--- config.mk ---
export PLATFORM = sky130hd
export DESIGN_NAME = sys_ctrl_param
export DESIGN_NICKNAME = d
export VERILOG_FILES = /design/src/rtl/sys_ctrl_pkg.sv /design/src/rtl/sys_ctrl_tx_ser.sv /design/src/rtl/sys_ctrl_param.sv
export SDC_FILE = /design/constraint.sdc
export NUM_CORES = 1
export LEC_CHECK = 0
export BUFFER_PORTS_ARGS = -buffer_cell sky130_fd_sc_hd__buf_2
export CORE_MARGIN = 4
export CORE_UTILIZATION = 57
export CTS_BUF_LIST = sky130_fd_sc_hd__clkbuf_4 sky130_fd_sc_hd__clkbuf_8
export CTS_CLUSTER_SIZE = 25
export DETAILED_ROUTE_END_ITERATION = 10
export PLACE_DENSITY = 0.78
export SLEW_MARGIN = 20
export SYNTH_ARGS = -nofsm -noshare
export SYNTH_HDL_FRONTEND = slang
export SYNTH_SLANG_ARGS = --single-unit
--- constraint.sdc ---
create_clock -name CLK -period 3.6 [get_ports CLK]
set_input_delay 0.18 -clock CLK [delete_from_list [all_inputs] [get_ports CLK]]
set_output_delay 0.18 -clock CLK [all_outputs]
set_load 0.02 [all_outputs]
--- src/rtl/sys_ctrl_pkg.sv ---
// sys_ctrl shared definitions: controller state encoding,
// default command codes and the error-response byte.
package sys_ctrl_pkg;

   typedef enum logic [3:0] {
      IDLE,
      WR_ADDR,
      WR_DATA,
      RD_ADDR,
      RD_WAIT,
      OP_A,
      OP_B,
      FUN,
      ALU_WAIT,
      TX_PUSH
   } state_t;

   localparam logic [7:0] CMD_WR_DEF      = 8'hAA;
   localparam logic [7:0] CMD_RD_DEF      = 8'hBB;
   localparam logic [7:0] CMD_ALU_OP_DEF  = 8'hCC;
   localparam logic [7:0] CMD_ALU_NOP_DEF = 8'hDD;
   localparam logic [7:0] ERR_CODE_DEF    = 8'hEE;

endpackage

--- src/rtl/sys_ctrl_tx_ser.sv ---
// Result serialiser: holds up to NBYTES bytes and pushes them
// LSB-first into the TX FIFO, one per cycle while not full.
// Ports: clk/rst; load, load_data, load_len, load_err (new
// result); full (FIFO full); tx_data/tx_vld/err (registered
// push); last (the final buffered byte goes out this edge).
module sys_ctrl_tx_ser #(
   parameter int FRAME_W = 8,
   parameter int ALU_W   = 16,
   localparam int NBYTES = ALU_W / FRAME_W,
   localparam int CNT_W  = $clog2(NBYTES + 1)
) (
   input  logic               clk,
   input  logic               rst,
   input  logic               load,
   input  logic [ALU_W-1:0]   load_data,
   input  logic [CNT_W-1:0]   load_len,
   input  logic               load_err,
   input  logic               full,
   output logic [FRAME_W-1:0] tx_data,
   output logic               tx_vld,
   output logic               err,
   output logic               last
);

   logic [ALU_W-1:0] buf_q;
   logic [CNT_W-1:0] cnt_q;
   logic             err_q;

   assign last = (cnt_q == CNT_W'(1)) && !full;

   // A load pushes its first byte on the same edge when the FIFO
   // has room, so single-byte responses leave one cycle after
   // the triggering input.
   always_ff @(posedge clk or posedge rst) begin
      if (rst) begin
         buf_q   <= '0;
         cnt_q   <= '0;
         err_q   <= 1'b0;
         tx_data <= '0;
         tx_vld  <= 1'b0;
         err     <= 1'b0;
      end else begin
         tx_vld <= 1'b0;
         err    <= 1'b0;
         if (load) begin
            err_q <= load_err;
            if (!full) begin
               tx_data <= load_data[FRAME_W-1:0];
               tx_vld  <= 1'b1;
               err     <= load_err;
               buf_q   <= load_data >> FRAME_W;
               cnt_q   <= load_len - CNT_W'(1);
            end else begin
               buf_q <= load_data;
               cnt_q <= load_len;
            end
         end else if (cnt_q != '0 && !full) begin
            tx_data <= buf_q[FRAME_W-1:0];
            tx_vld  <= 1'b1;
            err     <= err_q;
            buf_q   <= buf_q >> FRAME_W;
            cnt_q   <= cnt_q - CNT_W'(1);
         end
      end
   end

endmodule

--- src/rtl/sys_ctrl_param.sv ---
// Command controller: decodes RX frames, drives register file
// and ALU, returns results/errors to the TX FIFO.
// Ports: CLK/RST; RX_P_DATA/RX_D_VLD in; Rd_Data(_Valid),
// ALU_OUT/OUT_VALID, FIFO_FULL in; WrEn/RdEn/address/WrData,
// ALU_EN/ALU_FUN/CLK_EN/clk_div_en, TX_P_DATA/TX_D_VLD,
// busy/err out (all registered).
module sys_ctrl_param
   import sys_ctrl_pkg::*;
#(
   parameter int FRAME_W = 8,
   parameter int ALU_W   = 16,
   parameter int FUN_W   = 4,
   parameter int ADDR_W  = 4,
   parameter logic [FRAME_W-1:0] CMD_WR      = CMD_WR_DEF,
   parameter logic [FRAME_W-1:0] CMD_RD      = CMD_RD_DEF,
   parameter logic [FRAME_W-1:0] CMD_ALU_OP  = CMD_ALU_OP_DEF,
   parameter logic [FRAME_W-1:0] CMD_ALU_NOP = CMD_ALU_NOP_DEF,
   parameter logic [FRAME_W-1:0] ERR_CODE    = ERR_CODE_DEF,
   parameter int TIMEOUT = 255,
   parameter logic [ADDR_W-1:0] OPA_ADDR = ADDR_W'(0),
   parameter logic [ADDR_W-1:0] OPB_ADDR = ADDR_W'(1)
) (
   input  logic               CLK,
   input  logic               RST,
   input  logic [FRAME_W-1:0] RX_P_DATA,
   input  logic               RX_D_VLD,
   input  logic [FRAME_W-1:0] Rd_Data,
   input  logic               Rd_Data_Valid,
   input  logic [ALU_W-1:0]   ALU_OUT,
   input  logic               OUT_VALID,
   input  logic               FIFO_FULL,
   output logic               WrEn,
   output logic               RdEn,
   output logic [ADDR_W-1:0]  address,
   output logic [FRAME_W-1:0] WrData,
   output logic               ALU_EN,
   output logic [FUN_W-1:0]   ALU_FUN,
   output logic               CLK_EN,
   output logic               clk_div_en,
   output logic [FRAME_W-1:0] TX_P_DATA,
   output logic               TX_D_VLD,
   output logic               busy,
   output logic               err
);

   localparam int NBYTES = ALU_W / FRAME_W;
   localparam int CNT_W  = $clog2(NBYTES + 1);
   localparam int TM_W   = $clog2(TIMEOUT + 1);

   state_t state, nstate;
   logic [TM_W-1:0]    tcnt, tcnt_n;
   logic [ADDR_W-1:0]  alat, alat_n;
   logic [ADDR_W-1:0]  addr_n;
   logic [FRAME_W-1:0] wdata_n;
   logic [FUN_W-1:0]   fun_n;
   logic               wr_n, rd_n, alu_en_n;
   logic               waiting, ev, tmo;
   logic               ld, ld_err, ser_last;
   logic [ALU_W-1:0]   ld_data;
   logic [CNT_W-1:0]   ld_len;
   state_t             push_st;

   assign waiting = state inside {WR_ADDR, WR_DATA, RD_ADDR,
                                  RD_WAIT, OP_A, OP_B, FUN,
                                  ALU_WAIT};

   always_comb begin
      ev = RX_D_VLD;
      if (state == RD_WAIT)  ev = Rd_Data_Valid;
      if (state == ALU_WAIT) ev = OUT_VALID;
   end

   assign tmo = waiting && !ev && (tcnt == TM_W'(TIMEOUT - 1));

   // A 1-byte load that goes out immediately needs no TX_PUSH.
   assign push_st = FIFO_FULL ? TX_PUSH : IDLE;

   always_comb begin
      nstate   = state;
      alat_n   = alat;
      addr_n   = address;
      wdata_n  = WrData;
      fun_n    = ALU_FUN;
      wr_n     = 1'b0;
      rd_n     = 1'b0;
      alu_en_n = 1'b0;
      ld       = 1'b0;
      ld_data  = '0;
      ld_len   = CNT_W'(1);
      ld_err   = 1'b0;
      unique case (state)
         IDLE: begin
            if (RX_D_VLD) begin
               unique case (1'b1)
                  (RX_P_DATA == CMD_WR):      nstate = WR_ADDR;
                  (RX_P_DATA == CMD_RD):      nstate = RD_ADDR;
                  (RX_P_DATA == CMD_ALU_OP):  nstate = OP_A;
                  (RX_P_DATA == CMD_ALU_NOP): nstate = FUN;
                  default: begin
                     ld      = 1'b1;
                     ld_data = ALU_W'(ERR_CODE);
                     ld_err  = 1'b1;
                     nstate  = push_st;
                  end
               endcase
            end
         end
         WR_ADDR: if (ev) begin
            alat_n = RX_P_DATA[ADDR_W-1:0];
            nstate = WR_DATA;
         end
         WR_DATA: if (ev) begin
            wr_n    = 1'b1;
            addr_n  = alat;
            wdata_n = RX_P_DATA;
            nstate  = IDLE;
         end
         RD_ADDR: if (ev) begin
            rd_n   = 1'b1;
            addr_n = RX_P_DATA[ADDR_W-1:0];
            nstate = RD_WAIT;
         end
         RD_WAIT: if (ev) begin
            ld      = 1'b1;
            ld_data = ALU_W'(Rd_Data);
            nstate  = push_st;
         end
         OP_A: if (ev) begin
            wr_n    = 1'b1;
            addr_n  = OPA_ADDR;
            wdata_n = RX_P_DATA;
            nstate  = OP_B;
         end
         OP_B: if (ev) begin
            wr_n    = 1'b1;
            addr_n  = OPB_ADDR;
            wdata_n = RX_P_DATA;
            nstate  = FUN;
         end
         FUN: if (ev) begin
            fun_n    = RX_P_DATA[FUN_W-1:0];
            alu_en_n = 1'b1;
            nstate   = ALU_WAIT;
         end
         ALU_WAIT: if (ev) begin
            ld      = 1'b1;
            ld_data = ALU_OUT;
            ld_len  = CNT_W'(NBYTES);
            nstate  = (NBYTES == 1) ? push_st : TX_PUSH;
         end
         TX_PUSH: if (ser_last) nstate = IDLE;
         default: nstate = IDLE;
      endcase
      if (tmo) begin
         ld      = 1'b1;
         ld_data = ALU_W'(ERR_CODE);
         ld_len  = CNT_W'(1);
         ld_err  = 1'b1;
         nstate  = push_st;
      end
   end

   // Every accepted event moves the FSM, so a state change is
   // enough to restart the idle timer.
   always_comb begin
      tcnt_n = '0;
      if (waiting && nstate == state) tcnt_n = tcnt + TM_W'(1);
   end

   always_ff @(posedge CLK or posedge RST) begin
      if (RST) begin
         state      <= IDLE;
         tcnt       <= '0;
         alat       <= '0;
         WrEn       <= 1'b0;
         RdEn       <= 1'b0;
         address    <= '0;
         WrData     <= '0;
         ALU_EN     <= 1'b0;
         ALU_FUN    <= '0;
         CLK_EN     <= 1'b0;
         clk_div_en <= 1'b1;
         busy       <= 1'b0;
      end else begin
         state      <= nstate;
         tcnt       <= tcnt_n;
         alat       <= alat_n;
         WrEn       <= wr_n;
         RdEn       <= rd_n;
         address    <= addr_n;
         WrData     <= wdata_n;
         ALU_EN     <= alu_en_n;
         ALU_FUN    <= fun_n;
         CLK_EN     <= nstate inside {OP_A, OP_B, FUN, ALU_WAIT};
         clk_div_en <= 1'b1;
         busy       <= (nstate != IDLE);
      end
   end

   sys_ctrl_tx_ser #(
      .FRAME_W (FRAME_W),
      .ALU_W   (ALU_W)
   ) u_ser (
      .clk       (CLK),
      .rst       (RST),
      .load      (ld),
      .load_data (ld_data),
      .load_len  (ld_len),
      .load_err  (ld_err),
      .full      (FIFO_FULL),
      .tx_data   (TX_P_DATA),
      .tx_vld    (TX_D_VLD),
      .err       (err),
      .last      (ser_last)
   );

endmodule

==> results of run 1 <==
==> through the flow <==
| step | util (%) | setup WS [ps] | power, mW | area, um^2 |
|---|---|---|---|---|
| final | 69.2 | 630 | 3.60 | 4150 |
| after global routing | 69.2 | 494 | 3.86 | 4150 |
| after CTS | 69.2 | 658 | 3.60 | 4150 |
| after detailed placement | 65.9 | 698 | 2.96 | 3950 |
| after global placement | 65.9 | 787 | 2.92 | 3950 |
| after floorplan | - | 962 | 2.50 | 3560 |
==> path summary, 6_finish.rpt <==
path / end / slack [ps] / depth (start not counted)
min in group CLK: u_ser.buf_q[3] / 100 / 3
max in group asynchronous: ALU_FUN[1] / 2730 / 3
setup / recovery: tcnt[7] / 630 / 7
setup reg to reg: tcnt[7] / 630 / 7
hold / removal: u_ser.buf_q[7] / 40 / 2
hold reg to reg: ALU_FUN[2] / 480 / 2
==> sequential cells by signal, indices dropped and copies added, names as in the netlist, 2 cells and up <==
| register | count |
|---|---|
| ALU_FUN | 4 |
| WrData | 8 |
| address | 4 |
| alat | 4 |
| state | 4 |
| tcnt | 8 |
| u_ser.buf_q | 16 |
| u_ser.cnt_q | 2 |
| u_ser.tx_data | 8 |
==> critical path, delay by kind of cell (launching register included) <==
family,cells,cell delay (ps)
AOI/OAI and AO/OA,1,190
DFF,1,540
muxes,1,310
and+or+nand+nor,5,1850
==> cell type report <==
| class | count | area (um^2) | area share [%] |
|---|---|---|---|
| clock buffer | 10 | 138 | 3.32 |
| clock inverter | 6 | 65.1 | 1.57 |
| inverter | 11 | 41.3 | 0.995 |
| multi-input combinational | 271 | 1740 | 42.0 |
| sequential | 66 | 1650 | 39.8 |
| tap | 75 | 93.8 | 2.26 |
| timing repair buffer | 78 | 415 | 10.0 |
==> synthesized netlist by cell type (2+ instances only) <==
master and instances:
o221ai_1 2, ha_1 4, nor4bb_1 2, o21a_1 3, and4_1 3, or3_1 2, buf_2 3, o22ai_1 8
and2_1 4, a221oi_1 2, nand2_1 39, nor4_1 2, nor2_2 8, a31oi_1 7, xnor2_1 4, buf_1 2
clkbuf_1 19, nor2b_1 7, mux2_2 12, nand4_1 6, mux2i_1 7, nand3_1 10, dfrtp_1 66, o21ai_0 26
o31a_1 2, inv_1 11, a22oi_1 14, and3_1 4, xor2_1 5, nor3_1 5, nor2_1 24, buf_6 2
a222oi_1 2, o311ai_0 2, a21oi_1 29
==> cell families after synthesis <==
kind of cell / count (synthesis)
adders and majority gates: 4
other: 1
DFF: 66
xor gates and xnor gates: 9
and+or+nand+nor: 125
AOI/OAI and AO/OA: 111
buffers and inverters: 38
muxes: 21
==> power by group through the flow <==
| stage | clock [mW] | sequential (mW) | combinational (mW) |
|---|---|---|---|
| 6_report | 0.641 | 1.21 | 1.75 |
| 5_1_grt | 0.686 | 1.25 | 1.93 |
| 4_1_cts | 0.647 | 1.21 | 1.75 |
| 3_5_place_dp | 0 | 1.22 | 1.73 |
| 3_3_place_gp | 0 | 1.20 | 1.72 |
| 2_1_floorplan | 0 | 1.35 | 1.15 |
==> routing by layer <==
layer | up-vias | GRT usage, %
met3 | 15 | 5.20
met1 | 1492 | 34.0
met4 | 0 | 7.93
li1 | 1488 | -
met2 | 122 | 35.6
met5 | - | 0
==> results.md, run 1 <==
## Run status
* complete, no violations — result of the run

## Yosys
* 20.5% — Compound-Gate Fraction of Synth Area
* 6.50% — mux share of post-synthesis cell area
* dfrtp_1 (46%), nand2_1 (4.1%), a21oi_1 (4.1%), mux2_2 (3.8%), o21ai_0 (3.7%) — Area contributors post-synth
* 100% — share of synthesized registers carrying an async set or reset
* 66 — flip-flop and latch count after synthesis
* dfrtp_1 — cell taking the most area after synthesis
* compound AO/OA/AOI/OAI gates — dominant combinational cell family by area after synthesis
* 2.21% — XOR/XNOR Fraction of Synth Area
* 417 — Post-Syn Nets
* 46.4% — post-synthesis sequential area ratio
* 0.00356 mm^2 — summed instance area of the synthesized netlist
* 0 — count of flip-flops with a built-in enable after synthesis
* 46.4% — fraction of post-synthesis cell area in the top cell type by area
* dfrtp_1 — commonest register cell after synthesis
* 18.3% — Synth Area in Simple Gates
* 62 — Netlist cell types
* 1.41% — area share of fa/ha/maj cells after synthesis
* 0 — YS warnings
* 9.49 um^2 — syn avg cell area
* 375 — synthesized instance count

## Drt
* met4 — topmost layer with routed signal wires
* 3.88 mm — Post-Route M1 WL
* 3.94 mm — sum of met2 wire segment lengths after detailed routing
* 0 — DRC violations left
* 5 — number of iterations in the first detailed-routing pass
* 8.57 mm — total length of routed wires
* 607 um — total met3 wirelength after detailed routing
* 0 — Antenna Violating Nets Remaining
* 16.6 um — mean routed wirelength per cell
* 6.03 — Via-to-Cell Ratio
* 203 — DRT iter0 DRCs
* 3,117 — via count

## Clocking
* 0 — post-CTS resize count
* 66 — sinks on the clock net
* 340 ps — clk_lat worst skew
* 3 — number of H-tree levels
* 80 ps — Clock Pin Slew Worst Setup and Hold Paths
* 0 — post-CTS setup repair buffer count
* clkbuf_8 — root buffer cell
* 2 — clock buffer depth
* 9 — total clock buffers created by CTS
* 0 — number of hold buffers added after cts
* done — clock tree from TritonCTS

## Critical path
* 15 — Worst Path Max Fanout
* state[3] — origin of the critical flop-to-flop path
* reg -> reg — critical path start-end classification
* or4b_4 — crit path max-delay cell type
* flop — crit path capture type
* flop — crit start category
* nor3b_2, nand2_1, or3_1, a21oi_4, mux2_4, or4b_4, nor2_2 — ordered cell list for the critical path
* 620 ps — Slowest Stage Delay on Critical Path
* state[3] — CP startpoint
* 3230 ps — data arrival time at the worst-slack endpoint
* 3860 ps — required time worst endpoint

## Floorplanning
* 0.00599 mm^2 — placeable core region
* 59.4% — initial core utilization
* 87.0 um — vertical extent of the die
* 70 — Boundary Pins
* 87.0 um — Die Width
* 0.00757 mm^2 — full die area
* 28 — standard-cell rows

## Power
* 867 mW/mm^2 — power density relative to cell area
* 0.000468 V — largest vdd supply drop
* 1.91 nW — Pleak
* 2.05 mW — Power Internal
* 17.8% — fraction of power consumed by the clock network
* 33.6% — sequential power share
* 42.9% — Net Sw Frac
* 1.54 mW — net switching power
* 48.6% — combinational fraction of design power

## Final layout
* 28.1% — fraction of layout cells with a size suffix above 1
* 464 — number of filler cells placed in the layout
* buf_2 — most common library cell in the layout ignoring fill and taps
* 0 — antenna fix cells
* 479 — final layout net count
* 517 — count of non-filler cells in the finished layout
* 16.5% — area growth from synthesis to layout
* buf_2 (68), dfrtp_1 (66), nand2_1 (39) — commonest cells after routing, fill and taps aside

## GRT
* 0 — initial antenna violation count
* 47 — largest net degree at the start of global routing
* 23.7% — global-route usage over all layers
* 2,918 — vias in the first global route
* 14.0 mm — global-route wire length before repair
* 0 — remaining global-route overflow

## Placement
* 0.886 — final estimated routing congestion in global placement
* 68 — IO Port Bufs
* 501 — cell count after placement
* 6.19 mm — post-DP HPWL

## Timing
* 82.5% — final critical-path share of the clock period
* 0 — hold violation total from the final report
* 0 ps — Fin Setup TNS
* 35.8 ps — worst hold slack
* 927 ps — slew at the pin with the worst max-slew slack
* 337 MHz — fmax
* 0 — Final Max Slew Viols
* 0 — Finish-stage setup viols
* 38.1% — relative max-transition margin
* 9.77 ps — Setup Skew
* no — unrepaired setup endpoints after global routing
* 2970 ps — clock period minus worst slack

## Job
* 0 — max-capacitance violation count

## Worst hold path
* in -> async — worst hold-check path type

No activity file was read; power rests on OpenSTA's default activity.
==> run 2: changes to the inputs <==
- CORE_UTILIZATION: 57 -> 52
- PLACE_DENSITY: 0.78 -> 0.75
- clock period: 3.6 -> 2.7 ns (I/O delays scaled with it)
==> run 2 against run 1 <==
Final cell count grew 4.6%. Sequential power grew 32%. Combinational power grew 47%. Critical endpoint is now tcnt[3].
==> results.md, run 2 (synthesis gave the netlist of run 1 again) <==
## Placement
* 68 — IO Port Bufs
* 6.67 mm — post-DP HPWL
* 524 — cell count after placement
* 29.7 ps — worst slack at placement
* 0.921 — final estimated routing congestion in global placement

## Final layout
* 0.00166 mm^2 — Sequential Area
* buf_2 (68), dfrtp_1 (62), nand2_1 (39) — commonest cells after routing, fill and taps aside
* 501 — final layout net count
* 0.00177 mm^2 — multi-input gate area in the final layout
* 541 — count of non-filler cells in the finished layout
* 511 — number of filler cells placed in the layout
* 0 — antenna fix cells
* 32.8% — fraction of layout cells with a size suffix above 1
* u_ser.buf_q — register with the most flip-flops
* 23.6% — area growth from synthesis to layout
* buf_2 — most common library cell in the layout ignoring fill and taps
* 16 — max FFs per register

## Clocking
* 9 — total clock buffers created by CTS
* 80 ps — Clock Pin Slew Worst Setup and Hold Paths
* 2 — clock buffer depth
* 3 — number of H-tree levels
* clkbuf_8 — root buffer cell
* 66 — sinks on the clock net
* 350 ps — clk_lat worst skew
* done — clock tree from TritonCTS

## Timing
* 8.18 ps — Setup Skew
* 2640 ps — clock period minus worst slack
* 0 — Finish-stage setup viols
* 65.2% — relative max-transition margin
* 45.6 ps — worst hold slack
* 97.9% — final critical-path share of the clock period
* 378 MHz — fmax
* 0 — Final Max Slew Viols
* 516 ps — slew at the pin with the worst max-slew slack
* 0 ps — Fin Setup TNS
* 56.3 ps — slack of the critical path
* 0 — hold violation total from the final report
* no — unrepaired setup endpoints after global routing

## Drt
* 277 — DRT iter0 DRCs
* 5 — number of iterations in the first detailed-routing pass
* 0 — DRC violations left
* 9.21 mm — total length of routed wires
* 3,208 — via count
* 17.0 um — mean routed wirelength per cell
* 0 — Antenna Violating Nets Remaining
* 5.93 — Via-to-Cell Ratio

## Critical path
* 18 — Worst Path Max Fanout
* 2920 ps — data arrival time at the worst-slack endpoint
* or4b_4 — crit path max-delay cell type
* 1 — total buffers and inverters traversed by the critical path
* flop — crit start category
* buf_4, o31a_1, nor3_1, and4_4, a21oi_4, mux2_4, or4b_4, nor2_4 — ordered cell list for the critical path
* flop — crit path capture type
* 2980 ps — required time worst endpoint
* 620 ps — Slowest Stage Delay on Critical Path
* reg -> reg — critical path start-end classification
* simple AND/OR/NAND/NOR gates — Top Family by Delay on Critical Path

## Power
* 2.03 nW — Pleak
* 0.000689 V — largest vdd supply drop
* 1170 mW/mm^2 — power density relative to cell area
* 5.13 mW — total power of the final layout

## Run status
* complete, no violations — result of the run

## GRT
* 3,127 — vias in the first global route
* 0 — remaining global-route overflow
* 28 — largest net degree at the start of global routing
* 15.4 mm — global-route wire length before repair
* 23.1% — global-route usage over all layers
* 0 — initial antenna violation count

## Job
* 0 — max-capacitance violation count

## Floorplanning
* 29 — standard-cell rows
* 90.7 um — vertical extent of the die
* 70 — Boundary Pins
* 90.7 um — Die Width
* 54.8% — initial core utilization
* 0.00649 mm^2 — placeable core region
* 0.00823 mm^2 — full die area

## Worst hold path
* in -> reg — worst hold-check path type

## run 2: cell count changes in the layout (fill, tap and decap cells not counted), sizes merged
cell         change
dlygate4sd3      +1
clkinv           -2
clkinvlp         +1
buf             +21
bufinv           +1
## run 2: power by group
part | internal, mW | leakage (nW) | switching [mW] | total (mW)
clock network | 0.547 | 0.109 | 0.415 | 0.962
logic | 1.07 | 1.09 | 1.50 | 2.57
registers | 1.37 | 0.836 | 0.234 | 1.60
## run 2: per-stage QoR
stage / util [%] / cell area (um^2)
6_report: 67.7 / 4400
3_5_place_dp: 63.6 / 4130
2_1_floorplan: - / 3560
4_1_cts: 67.3 / 4370
3_3_place_gp: 63.6 / 4130
5_1_grt: 67.7 / 4400
## run 2: repair_timing
| item | in CTS | in global routing |
|---|---|---|
| resized for setup | 1 | 10 |
| endpoints found under the setup margin | 3 | 8 |
| endpoints found under the hold margin | 19 | 0 |
| buffers inserted | 0 | 0 |
| pin swaps | 0 | 6 |
| hold buffers | 1 | 0 |
## run 2: cell type report
cell class	instances	area share, %
sequential	66	37.7
timing repair buffer	100	13.8
multi-input combinational	271	40.2
tap	77	2.19
clock buffer	10	3.13
inverter	11	0.939
clock inverter	6	2.02
## run 2: final timing paths
| path | start | end | slack [ps] | cells after the start |
|---|---|---|---|---|
| min in group asynchronous | RST | ALU_FUN[1] | 330 | 3 |
| worst max-delay path | state[1] | tcnt[3] | 60 | 8 |
| worst min-delay path | RX_P_DATA[1] | ALU_FUN[1] | 50 | 3 |
| worst max register to register | state[1] | tcnt[3] | 60 | 8 |
| worst min register to register | ALU_FUN[3] | ALU_FUN[3] | 480 | 2 |
| max in group asynchronous | RST | state[0] | 1640 | 4 |
## run 2: worst register-to-register path, delay by kind of cell, from the launching register on
kind | cells | cell delay (ps)
AO/OA/AOI/OAI | 2 | 360
multiplexers | 1 | 300
buffers and inverters | 1 | 210
AND/OR/NAND/NOR | 4 | 1260
flip-flops | 1 | 450
## run 2: metal layers
metal | GRT usage (%) | vias up | wire (um)
met1 | 32.7 | 1547 | 4150
met4 | 6.51 | 0 | 108
li1 | - | 1529 | -
met2 | 34.9 | 120 | 4340
met5 | 0 | - | 0
met3 | 5.92 | 12 | 616
